$ cat config.mk
export PLATFORM = sky130hd
export DESIGN_NAME = card_match_judge
export DESIGN_NICKNAME = d
export VERILOG_FILES = /design/src/rtl/card_pkg.sv /design/src/rtl/card_match_judge_hold_timer.sv /design/src/rtl/card_match_judge.sv
export SDC_FILE = /design/constraint.sdc
export NUM_CORES = 1
export LEC_CHECK = 0
export ABC_CLOCK_PERIOD_IN_PS = 4800
export CAP_MARGIN = 20
export CORE_MARGIN = 2
export CORE_UTILIZATION = 51
export DETAILED_ROUTE_END_ITERATION = 8
export GPL_ROUTABILITY_DRIVEN = 0
export GPL_TIMING_DRIVEN = 0
export PLACE_DENSITY = 0.81
export SYNTH_ARGS = -nofsm -noshare
export SYNTH_HDL_FRONTEND = slang
export SYNTH_SLANG_ARGS = --single-unit
$ cat constraint.sdc
create_clock -name new_clk -period 4.8 [get_ports new_clk]
set_clock_uncertainty 0.2 [all_clocks]
set_input_delay 0.72 -clock new_clk [delete_from_list [all_inputs] [get_ports new_clk]]
set_output_delay 0.72 -clock new_clk [all_outputs]
set_load 0.03 [all_outputs]
$ cat src/rtl/card_pkg.sv
// ---------------------------------------------------------------------------
// card_pkg
// Shared definitions for the memory-card game judge: card/face geometry, the
// "no card selected" index encoding, the judge FSM state type and small
// helpers for one-hot masks and deck face lookup.
// ---------------------------------------------------------------------------
package card_pkg;

  localparam logic [4:0] NO_CARD   = 5'd16;
  localparam int         NUM_CARDS = 16;
  localparam int         FACE_W    = 4;
  localparam logic [3:0] NUM_PAIRS = 4'd8;

  typedef enum logic [1:0] {
    ST_IDLE    = 2'd0,
    ST_COMPARE = 2'd1,
    ST_SHOW    = 2'd2,
    ST_WIN     = 2'd3
  } state_e;

  // One-hot mask for a card index; the "none" encoding maps to an empty mask.
  function automatic logic [NUM_CARDS-1:0] card_onehot(input logic [4:0] idx);
    logic [NUM_CARDS-1:0] oh;
    if (idx < NO_CARD) begin
      oh = 16'b1 << idx[3:0];
    end else begin
      oh = 16'b0;
    end
    return oh;
  endfunction

  // Face value of card idx, packed as deck[4*idx+3 : 4*idx].
  function automatic logic [FACE_W-1:0] face_of(input logic [NUM_CARDS*FACE_W-1:0] deck,
                                                input logic [3:0]                  idx);
    return deck[{idx, 2'b00} +: FACE_W];
  endfunction

endpackage

$ cat src/rtl/card_match_judge_hold_timer.sv
// ---------------------------------------------------------------------------
// hold_timer
// Loadable down-counter for display delays. After load_i with value N the
// timer runs N+1 cycles (N, N-1, ..., 0) and raises done_o for exactly one
// cycle while it sits at 0, then goes idle until the next load.
//   clk_i      : clock, rising edge
//   rst_i      : synchronous active-high reset (timer idle, count 0)
//   load_i     : load load_val_i and start running
//   load_val_i : start value of the count-down
//   done_o     : one-cycle pulse in the last cycle of a run
// ---------------------------------------------------------------------------
module hold_timer #(
  parameter int unsigned CNT_W = 8
) (
  input  logic             clk_i,
  input  logic             rst_i,
  input  logic             load_i,
  input  logic [CNT_W-1:0] load_val_i,
  output logic             done_o
);

  localparam logic [CNT_W-1:0] CNT_ONE  = CNT_W'(1);
  localparam logic [CNT_W-1:0] CNT_ZERO = CNT_W'(0);

  logic [CNT_W-1:0] count_q;
  logic [CNT_W-1:0] count_d;
  logic             run_q;
  logic             run_d;

  // Next count: load wins, otherwise count down while running and stop at zero.
  always_comb begin
    count_d = count_q;
    run_d   = run_q;
    if (load_i) begin
      count_d = load_val_i;
      run_d   = 1'b1;
    end else if (run_q) begin
      if (count_q == CNT_ZERO) begin
        run_d = 1'b0;
      end else begin
        count_d = count_q - CNT_ONE;
      end
    end else begin
      count_d = count_q;
      run_d   = run_q;
    end
  end

  // Counter state registers.
  always_ff @(posedge clk_i) begin
    if (rst_i) begin
      count_q <= CNT_ZERO;
      run_q   <= 1'b0;
    end else begin
      count_q <= count_d;
      run_q   <= run_d;
    end
  end

  assign done_o = run_q & (count_q == CNT_ZERO);

endmodule

$ cat src/rtl/card_match_judge.sv
// ---------------------------------------------------------------------------
// card_match_judge
// Judges each turn of the memory-card game. A rising edge of C2 latches the
// two chosen indices; one COMPARE cycle rejects illegal pairs or compares the
// two face values; the pair then stays face-up for HOLD_CYCLES cycles (SHOW)
// before it is either committed as matched or turned back down. Once all
// eight pairs are matched the judge parks in WIN until reset.
//   new_clk      : game clock, rising edge
//   rst          : synchronous active-high reset
//   choose_1/2   : chosen card indices (0-15, 16 = none)
//   C2           : "two cards chosen" flag, only its rising edge matters
//   deck         : face values, card i at deck[4i+3:4i]
//   revealed     : face-up mask for the display (includes matched cards)
//   matched      : permanently matched cards
//   pairs_found  : matched pair count 0-8
//   tries        : completed valid comparisons, saturating at 255
//   busy         : high in COMPARE and SHOW
//   result_valid : one-cycle pulse on entry to SHOW
//   result_match : outcome of the last comparison
//   invalid      : one-cycle pulse on a rejected pair
//   win          : sticky until reset
// All outputs are registered.
// ---------------------------------------------------------------------------
module card_match_judge
  import card_pkg::*;
#(
  parameter int unsigned HOLD_CYCLES = 25_000_000
) (
  input  logic        new_clk,
  input  logic        rst,
  input  logic [4:0]  choose_1,
  input  logic [4:0]  choose_2,
  input  logic        C2,
  input  logic [63:0] deck,
  output logic [15:0] revealed,
  output logic [15:0] matched,
  output logic [3:0]  pairs_found,
  output logic [7:0]  tries,
  output logic        busy,
  output logic        result_valid,
  output logic        result_match,
  output logic        invalid,
  output logic        win
);

  localparam int unsigned      HOLD_W    = $clog2(HOLD_CYCLES + 1);
  // SHOW runs load value + 1 cycles, so loading HOLD_CYCLES-1 gives HOLD_CYCLES.
  localparam logic [HOLD_W-1:0] HOLD_LOAD = HOLD_W'(HOLD_CYCLES - 1);

  state_e        state_q;
  state_e        state_d;
  logic          c2_q;
  logic          c2_rise_s;
  logic [4:0]    a_q;
  logic [4:0]    a_d;
  logic [4:0]    b_q;
  logic [4:0]    b_d;
  logic [15:0]   matched_q;
  logic [15:0]   matched_d;
  logic [15:0]   revealed_q;
  logic [15:0]   revealed_d;
  logic [3:0]    pairs_q;
  logic [3:0]    pairs_d;
  logic [7:0]    tries_q;
  logic [7:0]    tries_d;
  logic          busy_q;
  logic          busy_d;
  logic          result_valid_q;
  logic          result_valid_d;
  logic          result_match_q;
  logic          result_match_d;
  logic          invalid_q;
  logic          invalid_d;
  logic          win_q;
  logic          win_d;
  logic          reject_s;
  logic          eq_s;
  logic          timer_load_s;
  logic          timer_done_s;

  assign c2_rise_s = C2 & ~c2_q;

  // Out-of-range indices are tested first so the matched[] lookups never matter for them.
  assign reject_s = (a_q >= NO_CARD) | (b_q >= NO_CARD) | (a_q == b_q)
                  | matched_q[a_q[3:0]] | matched_q[b_q[3:0]];
  assign eq_s     = (face_of(deck, a_q[3:0]) == face_of(deck, b_q[3:0]));

  hold_timer #(
    .CNT_W(HOLD_W)
  ) u_hold_timer (
    .clk_i      (new_clk),
    .rst_i      (rst),
    .load_i     (timer_load_s),
    .load_val_i (HOLD_LOAD),
    .done_o     (timer_done_s)
  );

  // FSM state register.
  always_ff @(posedge new_clk) begin
    if (rst) begin
      state_q <= ST_IDLE;
    end else begin
      state_q <= state_d;
    end
  end

  // FSM next-state logic.
  always_comb begin
    state_d = state_q;
    case (state_q)
      ST_IDLE: begin
        if (c2_rise_s) begin
          state_d = ST_COMPARE;
        end else begin
          state_d = ST_IDLE;
        end
      end
      ST_COMPARE: begin
        if (reject_s) begin
          state_d = ST_IDLE;
        end else begin
          state_d = ST_SHOW;
        end
      end
      ST_SHOW: begin
        if (timer_done_s) begin
          if (result_match_q && (pairs_q == (NUM_PAIRS - 4'd1))) begin
            state_d = ST_WIN;
          end else begin
            state_d = ST_IDLE;
          end
        end else begin
          state_d = ST_SHOW;
        end
      end
      ST_WIN: begin
        state_d = ST_WIN;
      end
      default: begin
        state_d = ST_IDLE;
      end
    endcase
  end

  // FSM output logic: next values of the registered outputs and datapath.
  always_comb begin
    a_d            = a_q;
    b_d            = b_q;
    matched_d      = matched_q;
    pairs_d        = pairs_q;
    tries_d        = tries_q;
    result_match_d = result_match_q;
    result_valid_d = 1'b0;
    invalid_d      = 1'b0;
    timer_load_s   = 1'b0;
    revealed_d     = 16'h0000;

    case (state_q)
      ST_IDLE: begin
        if (c2_rise_s) begin
          a_d = choose_1;
          b_d = choose_2;
        end else begin
          a_d = a_q;
          b_d = b_q;
        end
      end
      ST_COMPARE: begin
        if (reject_s) begin
          invalid_d = 1'b1;
        end else begin
          if (tries_q != 8'd255) begin
            tries_d = tries_q + 8'd1;
          end else begin
            tries_d = tries_q;
          end
          result_valid_d = 1'b1;
          result_match_d = eq_s;
          timer_load_s   = 1'b1;
        end
      end
      ST_SHOW: begin
        // Commit only when the display time has elapsed; a reset before that drops the pair.
        if (timer_done_s && result_match_q) begin
          matched_d = matched_q | card_onehot(a_q) | card_onehot(b_q);
          pairs_d   = pairs_q + 4'd1;
        end else begin
          matched_d = matched_q;
          pairs_d   = pairs_q;
        end
      end
      ST_WIN: begin
        matched_d = matched_q;
      end
      default: begin
        matched_d = matched_q;
      end
    endcase

    // Display mask follows the state being entered so it lines up with the state.
    case (state_d)
      ST_IDLE:    revealed_d = matched_d | card_onehot(choose_1);
      ST_COMPARE: revealed_d = matched_d | card_onehot(a_d);
      ST_SHOW:    revealed_d = matched_d | card_onehot(a_d) | card_onehot(b_d);
      ST_WIN:     revealed_d = 16'hFFFF;
      default:    revealed_d = 16'h0000;
    endcase

    busy_d = (state_d == ST_COMPARE) || (state_d == ST_SHOW);
    win_d  = (state_d == ST_WIN);
  end

  // Datapath and output registers.
  always_ff @(posedge new_clk) begin
    if (rst) begin
      c2_q           <= 1'b0;
      a_q            <= NO_CARD;
      b_q            <= NO_CARD;
      matched_q      <= 16'h0000;
      revealed_q     <= 16'h0000;
      pairs_q        <= 4'd0;
      tries_q        <= 8'd0;
      busy_q         <= 1'b0;
      result_valid_q <= 1'b0;
      result_match_q <= 1'b0;
      invalid_q      <= 1'b0;
      win_q          <= 1'b0;
    end else begin
      c2_q           <= C2;
      a_q            <= a_d;
      b_q            <= b_d;
      matched_q      <= matched_d;
      revealed_q     <= revealed_d;
      pairs_q        <= pairs_d;
      tries_q        <= tries_d;
      busy_q         <= busy_d;
      result_valid_q <= result_valid_d;
      result_match_q <= result_match_d;
      invalid_q      <= invalid_d;
      win_q          <= win_d;
    end
  end

  assign revealed     = revealed_q;
  assign matched      = matched_q;
  assign pairs_found  = pairs_q;
  assign tries        = tries_q;
  assign busy         = busy_q;
  assign result_valid = result_valid_q;
  assign result_match = result_match_q;
  assign invalid      = invalid_q;
  assign win          = win_q;

endmodule

Yosys cells after proc, flatten, opt, wreduce, memory -nomap -nowiden
Cells that the tools add are included.

$add $sub $neg: 3. Order comparisons: 9. Equal/unequal tests: 11. Shifts and indexed selects: 7. Mux-type cells: 38. Bitwise logic cells: 16. Reduce and logical (&&, ||, !) cells: 14.

Operators with widths (number): $mux W16 (15); $shiftx A64 B7 Y4 (2); $or A16 B16 Y16 (6); $shl A1 B4 Y16 const A (5); $mux W25 (3); $pmux W16 S4 (1); $logic_not A25 Y1 (1); $lt A5 B5 Y1 const B (5); $sub A25 B1 Y25 const B (1); $mux W5 (4); $ge A5 B5 Y1 const B (2); $lt A4 B5 Y1 const B (2); $mux W1 (9); $add A8 B1 Y8 const B (1); $bmux W1 S4 (2); $eq A2 B2 Y1 const B (4); $ne A8 B8 Y1 const B (1); $pmux W2 S4 (1); $reduce_and A2 Y1 (4); $mux W2 (3); $eq A5 B5 Y1 (1); $add A4 B1 Y4 const B (1); $eq A2 B1 Y1 const B (2); $eq A4 B3 Y1 const B (1); 11 further kinds (21).

Register bits after elaboration: 88. Bits of input ports: 77. Output and inout bits: 49. Logic and storage cells: 114.

Depth between registers and ports, before layout
Gate-level depths: netlist (run 1).

Word-level depth: 12. Gate-level depth with buffers: 14.

Modules after synthesis
A second synthesis (run 1) with hierarchy kept.

Cells, all modules: 653. Area total of the unflattened synthesis: 5901.9 µm².

By module, submodules not included: card_match_judge (times used 1, cells each 472, area each 4254.1 µm², sequential area each 1241.2 µm²); hold_timer (times used 1, cells each 181, area each 1647.8 µm², sequential area each 520.5 µm²).

Worst setup path before layout (run 1)
No wires, ideal clock.

Kind: flip-flop to flip-flop. From: register u_hold_timer.count_q[0]. To: register revealed_q[10], in the netlist revealed[10]. Setup time: 132 ps. Data arrival time: 3408 ps. Data required time: 4468 ps. Path slack: 1059 ps. Cell stages (with the launch flop): 14. Buffers on the path: 1. Clock period less this slack: 3741 ps. Path through: dfxtp_1 > inv_1 > ha_1 > or4b_2 > nor4_1 > nand3_1 > or3b_1 > a21oi_1 > inv_1 > ha_1 > nor2_1 > a21o_1 > clkbuf_1 > a21oi_1.

Elaborated cells on any way between the ends: 16. Classes of those cells: eq/ne: 3; mux: 5; bitwise: 5; reduce/logical: 3.

RTL lines: start, declared (line card_match_judge_hold_timer.sv:25) `logic [CNT_W-1:0] count_q;`; start signal, assigned (line card_match_judge_hold_timer.sv:55) `count_q <= count_d;`; $logic_not A25 Y1 (line card_match_judge_hold_timer.sv:60) `assign done_o = run_q & (count_q == CNT_ZERO);`; $and A1 B1 Y1 (line card_match_judge_hold_timer.sv:60); $mux W2 (line card_match_judge.sv:126) `if (timer_done_s) begin`; $pmux W2 S4 (line card_match_judge.sv:110) `case (state_q)`; net state_d[1] (line card_match_judge.sv:51) `state_e state_d;`; $eq A2 B2 Y1; net win_d (line card_match_judge.sv:75) `logic win_d;`; $pmux W16 S4 (line card_match_judge.sv:201) `case (state_d)`; end signal, assigned (line card_match_judge.sv:233) `revealed_q <= revealed_d;`; end, declared (line card_match_judge.sv:60) `logic [15:0] revealed_q;`.

The timed path passes the listed nets, and every way through them passes these cells. A chain may end at the register's enable or synchronous reset.

Final worst setup path (run 1)
From: register u_hold_timer.count_q[0]. To: register revealed_q[15], in the netlist revealed[15].

Same word-level chain as after synthesis.

==> results of run 1 <==
-- kinds of logic (layout without fill, tap and decap cells) --
logic type,count (synthesis),after routing,synth area share
AO/OA/AOI/OAI,129,129,0.144
XOR/XNOR,38,38,0.0615
adder cells (fa/ha/maj),7,7,0.0162
buffers and inverters,43,182,0.0319
flip-flops,88,88,0.325
multiplexers,61,61,0.212
AND/OR/NAND/NOR,222,222,0.209
-- through the flow --
stage	total power [W]	setup WS, ns	hold WS (ns)	cells
after global placement	0.00113	0.261	0.272	849
after global routing	0.00181	0.128	0.337	863
after detailed placement	0.00114	0.0862	0.291	849
after CTS	0.00174	0.319	0.305	863
after floorplan	0.000998	1.06	0.262	588
final	0.00174	0.409	0.308	863
-- cell type report --
type                            instances  area, sq um  area share
Inverter                                8         30.0     0.00425
Multi-Input combinational cell        457         3480       0.493
Tap cell                              136          170      0.0241
Buffer                                 35          143      0.0202
Clock inverter                          5          106      0.0150
Clock buffer                            9          124      0.0175
Timing Repair Buffer                  125         1250       0.177
Sequential cell                        88         1760       0.249
-- cell usage in the layout (no fill, tap or decap), types with 6 or more instances in the layout --
master / instances
nand2b_1: 9
o22ai_1: 16
nand3_1: 33
a22oi_1: 8
nor2_1: 59
mux2i_1: 9
clkdlybuf4s50_1: 125
or3_1: 7
xor2_1: 22
inv_1: 8
ha_1: 7
a21oi_1: 55
dfxtp_1: 88
mux2_2: 10
nand2_1: 44
mux4_2: 42
nor3_1: 20
xnor2_1: 16
o221ai_1: 16
clkbuf_8: 9
o21ai_0: 18
nor2b_1: 15
a31oi_1: 6
clkbuf_1: 26
-- power groups by stage --
stage	sequential [W]	clock [W]	combinational, W
after floorplan	0.000790	0	0.000208
after global placement	0.000773	0	0.000359
after detailed placement	0.000774	0	0.000367
after CTS	0.000757	0.000615	0.000369
after global routing	0.000759	0.000646	0.000403
final	0.000757	0.000607	0.000377
-- path summary, 6_finish.rpt --
check | startpoint | end | depth (start not counted) | slack, ns
setup reg to reg | u_hold_timer.count_q[0] | revealed[15] | 13 | 0.41
hold reg to reg | u_hold_timer.count_q[24] | u_hold_timer.count_q[24] | 2 | 0.31
hold / removal | u_hold_timer.count_q[24] | u_hold_timer.count_q[24] | 2 | 0.31
setup / recovery | u_hold_timer.count_q[0] | revealed[15] | 13 | 0.41
-- metal layers --
layer	wire length, um	global-route usage	up-vias
met4	608	0.120	0
li1	-	-	2477
met2	8190	0.505	358
met5	0	0	-
met1	6290	0.355	2538
met3	1510	0.0657	67
-- state kept, by name, indices dropped and copies added (netlist names), 2 cells and up --
signal / cells
matched: 16
revealed: 16
tries: 8
a_q: 5
state_q: 2
u_hold_timer.count_q: 25
b_q: 5
pairs_found: 4
-- critical path, stage by stage, from the launching register on --
cell      delay, ns
dfxtp_1        0.34
inv_1          0.07
ha_1           0.20
or4b_2         0.60
nor4_1         0.39
nand3_1        0.31
or3b_1         0.42
a21oi_1        0.32
inv_1          0.13
ha_1           0.22
nor2_2         0.31
a21o_1         0.31
clkbuf_1       0.35
a21oi_1        0.10
==> impl_metrics.env, run 1 <==
export IMPL_ioPinCount=126
export IMPL_worstPathRequired_ns=4.83
export IMPL_grt_pass1_vias=5531
export IMPL_start_util=0.524
export IMPL_viasPerCell=6.30
export IMPL_worst_pin_slew_ns=0.806
export IMPL_insertion_delay_ns=0.36
export IMPL_synthFlopType="dfxtp_1"
export IMPL_cts_setup_buffers=0
export IMPL_synth_most_common_cell="dfxtp_1"
export IMPL_power_share_switching=0.268
export IMPL_synth_top_area_cell="dfxtp_1"
export IMPL_wirelength_um=16600
export IMPL_synth_seq_cells=88
export IMPL_wire_per_inst_um=19.2
export IMPL_yosys_warnings=0
export IMPL_h_tree_depth=3
export IMPL_cts_root_buf="clkbuf_8"
export IMPL_critical_path_arrival_ns=4.42
export IMPL_port_buffers=125
export IMPL_netlist_instances=588
export IMPL_fin_util=0.685
export IMPL_rsz0062_at_grt="no"
export IMPL_max_cap_viol_count=0
export IMPL_async_flop_share=0
export IMPL_grtUsageTotal=0.294
export IMPL_placed_area_sq_um=6840
export IMPL_report_final_slew_viol_count=0
export IMPL_synth_area_top_cells="dfxtp_1, mux4_2, a21oi_1"
export IMPL_drt_first_pass_iters=5
export IMPL_end_kind="flip-flop"
export IMPL_ctsHoldBuffers=0
export IMPL_clock_sinks=88
export IMPL_antenna_cells=0
export IMPL_nets=808
export IMPL_seq_area_frac_synth=0.325
export IMPL_status="finished, final reports clean"
export IMPL_die_area_sq_um=11500
export IMPL_post_route_period_util=0.915
export IMPL_clk_pin_slew_ns=0.09
export IMPL_setup_viol_count_final=0
export IMPL_core_sq_um=10300
export IMPL_synth_common_cells="dfxtp_1, nor2_1, a21oi_1"
export IMPL_via_count=5440
export IMPL_netlist_area_sq_um=5410
export IMPL_avgSynthCellArea_sq_um=9.21
export IMPL_place_hpwl_um=12800
export IMPL_fin_area_sq_um=7070
export IMPL_slew_limit_headroom=0.463
export IMPL_die_w_um=107
export IMPL_grt_pass1_wl_um=26800
export IMPL_grt_max_degree=15
export IMPL_cts_resized=0
export IMPL_hold_viol=0
export IMPL_rows=37
export IMPL_crit_path_start_kind="flip-flop"
export IMPL_period_needed_ns=4.39
export IMPL_synth_nets=672
export IMPL_fp_dieH_um=107
export IMPL_p_seq_frac=0.435
export IMPL_antenna_found_initial=0
export IMPL_clk_path_buf_depth=2
export IMPL_cts_tree="built"
export IMPL_layout_drive_gt1_share=0.109
export IMPL_synth_top_area_share=0.325
export IMPL_max_vdd_ir_drop_mv=0.174
export IMPL_pwr_share_clk=0.349
export IMPL_drcViolationCount=0
export IMPL_min_path_type="reg -> reg"
export IMPL_cts_buffers=9
export IMPL_area_delta_synth_final_pct=30.6
export IMPL_drtAntennaViolNets=0
export IMPL_drt_initial_drc_count=519
export IMPL_p_int_w=0.00127
export IMPL_path_class="reg -> reg"
export IMPL_p_leak_nw=2.40
export IMPL_cellPowerDensity_nw_per_um2=246
export IMPL_tns_ns=0
export IMPL_p_comb_frac=0.216
export IMPL_worstPathMaxFanout=10
export IMPL_synth_enable_flop_cells=0
export IMPL_overflow=0
export IMPL_p_switching_w=0.000467
export IMPL_fmax_mhz=228
export IMPL_synthDistinctLibCells=51
export IMPL_fillers=819
No activity file was read; power rests on OpenSTA's default activity.
==> inputs of run 2 (changes only) <==
--- a/config.mk
+++ b/config.mk
@@ -5,10 +5,11 @@
 export SDC_FILE = /design/constraint.sdc
 export NUM_CORES = 1
 export LEC_CHECK = 0
-export ABC_CLOCK_PERIOD_IN_PS = 4800
+export ABC_CLOCK_PERIOD_IN_PS = 4100
 export CAP_MARGIN = 20
 export CORE_MARGIN = 2
 export CORE_UTILIZATION = 51
+export CTS_CLUSTER_SIZE = 8
 export DETAILED_ROUTE_END_ITERATION = 8
 export GPL_ROUTABILITY_DRIVEN = 0
 export GPL_TIMING_DRIVEN = 0
==> constraint.sdc (replaced) <==
create_clock -name new_clk -period 4.1 [get_ports new_clk]
set_clock_uncertainty 0.2 [all_clocks]
set_input_delay 0.615 -clock new_clk [delete_from_list [all_inputs] [get_ports new_clk]]
set_output_delay 0.615 -clock new_clk [all_outputs]
set_load 0.03 [all_outputs]
==> run 2 against run 1 <==
Final cell count decreased by 0.12%. Sequential power increased by 17%. Register-to-register slack got worse by 0.22 ns. Routed wire length about the same. Die area unchanged. Core utilization increased by 0.27 points. Clock-buffer cell count unchanged. Non-clock buffer count decreased by 1. Worst setup slack got worse by 0.22 ns. Maximum frequency increased by 12%. Cell area increased by 0.39%.
==> impl_metrics.env, run 2 (synthesis results as in run 1) <==
export IMPL_report_final_slew_viol_count=0
export IMPL_p_seq_frac=0.432
export IMPL_fmax_mhz=256
export IMPL_gr_usage_met3=0.0644
export IMPL_via_count=5433
export IMPL_clock_sinks=88
export IMPL_ioPinCount=126
export IMPL_whs_ns=0.324
export IMPL_grtUsageTotal=0.294
export IMPL_fp_dieH_um=107
export IMPL_fin_area_sq_um=7100
export IMPL_wirelength_um=16600
export IMPL_antenna_cells=0
export IMPL_p_switching_w=0.000557
export IMPL_critical_path_arrival_ns=3.93
export IMPL_drtAntennaViolNets=0
export IMPL_busiest_layer="met2"
export IMPL_cellPowerDensity_nw_per_um2=289
export IMPL_end_kind="flip-flop"
export IMPL_layout_common_cells="clkdlybuf4s50_1, dfxtp_1, nor2_1"
export IMPL_min_from="u_hold_timer.count_q[24]"
export IMPL_status="finished, final reports clean"
export IMPL_holdPathStages=2
export IMPL_viasPerCell=6.30
export IMPL_grt_pass1_wl_um=26800
export IMPL_place_hpwl_um=12800
export IMPL_pwr_share_clk=0.351
export IMPL_start_util=0.524
export IMPL_worstPathMaxFanout=16
export IMPL_pre_cts_slack_ns=-0.509
export IMPL_fin_util=0.687
export IMPL_slew_limit_headroom=0.463
export IMPL_worstPathRequired_ns=4.13
export IMPL_grt_pass1_vias=5558
export IMPL_reg2reg_depth=10
export IMPL_crit_path_start_kind="flip-flop"
export IMPL_die_area_sq_um=11500
export IMPL_insertion_delay_ns=0.37
export IMPL_p_int_w=0.00149
export IMPL_met2_usage=0.506
export IMPL_grt_max_degree=17
export IMPL_final_common_cell="clkdlybuf4s50_1"
export IMPL_core_sq_um=10300
export IMPL_clk_path_buf_depth=2
export IMPL_rr_startpoint="b_q[1]"
export IMPL_cts_tree="built"
export IMPL_wire_per_inst_um=19.2
export IMPL_antenna_found_initial=0
export IMPL_regMostFlops="u_hold_timer.count_q"
export IMPL_cts_setup_buffers=0
export IMPL_period_needed_ns=3.91
export IMPL_min_path_type="reg -> reg"
export IMPL_ff2ff_setup_slack_ns=0.19
export IMPL_clk_pin_slew_ns=0.09
export IMPL_layout_drive_gt1_share=0.116
export IMPL_p_leak_nw=2.41
export IMPL_met1_usage=0.354
export IMPL_r2r_end="revealed[15]"
export IMPL_largest_reg_flops=25
export IMPL_h_tree_depth=3
export IMPL_post_route_period_util=0.953
export IMPL_holdPathEnd="u_hold_timer.count_q[24]"
export IMPL_cts_root_buf="clkbuf_8"
export IMPL_worst_pin_slew_ns=0.806
export IMPL_cts_buffers=9
export IMPL_port_buffers=125
export IMPL_setup_viol_count_final=0
export IMPL_drt_initial_drc_count=579
export IMPL_rows=37
export IMPL_path_class="reg -> reg"
export IMPL_nets=807
export IMPL_finalPower_w=0.00205
export IMPL_die_w_um=107
export IMPL_area_delta_synth_final_pct=31.1
export IMPL_placed_area_sq_um=6840
export IMPL_drt_first_pass_iters=5
export IMPL_p_comb_frac=0.216
export IMPL_max_cap_viol_count=0
export IMPL_rsz0062_at_grt="no"
export IMPL_setup_ws_ns=0.194
export IMPL_hold_viol=0
export IMPL_max_vdd_ir_drop_mv=0.206
export IMPL_overflow=0
export IMPL_drcViolationCount=0
export IMPL_power_share_switching=0.272
==> run 2: cell count changes in the layout (fill, tap and decap cells not counted) <==
| cell | delta |
|---|---|
| nor2_2 | -1 |
| nor4_1 | -1 |
| clkbuf_1 | -2 |
| buf_1 | -1 |
| clkbuf_2 | +2 |
| a21oi_2 | +1 |
| nand3_2 | +1 |
| nor4_4 | +1 |
| nand3_1 | -1 |
| nor2_4 | +1 |
| a21oi_1 | -1 |
==> run 2: worst max path at each step <==
stage | depth (start not counted) | to | from
4_1_cts | 12 | revealed[15] | u_hold_timer.count_q[0]
5_1_grt | 14 | revealed[11] | u_hold_timer.count_q[0]
3_5_place_dp | 10 | revealed[15] | C2
3_3_place_gp | 10 | revealed[15] | C2
2_1_floorplan | 13 | revealed[10] | u_hold_timer.count_q[0]
6_report | 10 | revealed[15] | b_q[1]
==> run 2: cell type report <==
class / instances / area, sq um
timing repair buffer: 125 / 1250
inverter: 8 / 30.0
fill: 812 / 3230
buffer: 34 / 141
sequential: 88 / 1760
multi-input combinational: 457 / 3510
clock inverter: 5 / 106
clock buffer: 9 / 124
tap: 136 / 170
==> run 2: power by group through the flow <==
stage          clock network [W]  registers, W  logic, W
3_3_place_gp                   0      0.000905  0.000420
4_1_cts                 0.000721      0.000886  0.000433
6_report                0.000720      0.000886  0.000443
3_5_place_dp                   0      0.000906  0.000430
2_1_floorplan                  0      0.000925  0.000244
5_1_grt                 0.000756      0.000888  0.000473
==> run 2: routing by layer <==
| metal | wire length [um] | part of all wire | up-vias |
|---|---|---|---|
| met1 | 6400 | 0.39 | 2561 |
| met4 | 688 | 0.041 | 0 |
| met2 | 8120 | 0.49 | 326 |
| met5 | 0 | 0 | - |
| li1 | - | - | 2470 |
| met3 | 1390 | 0.084 | 76 |
==> run 2: timing repair <==
item,CTS,global route
hold endpoints to repair,0,0
gates resized for setup,4,4
endpoints found under the setup margin,11,16
hold buffers,0,0
==> run 2: worst max-delay path, cell delays in order, from the launching register on <==
cell and delay (ns):
dfxtp_1 0.31, clkbuf_1 0.43, mux4_2 0.40, mux4_2 0.55
nor3_1 0.31, and2_1 0.32, a21oi_2 0.10, ha_1 0.33
nor2_4 0.25, a21o_1 0.47, a21oi_1 0.11
==> run 2: stage by stage <==
stage	TNS [ns]	std cells
after global placement	-3.24	849
after detailed placement	-5.56	849
after global routing	0	862
after CTS	0	862
after floorplan	0	588
final	0	862
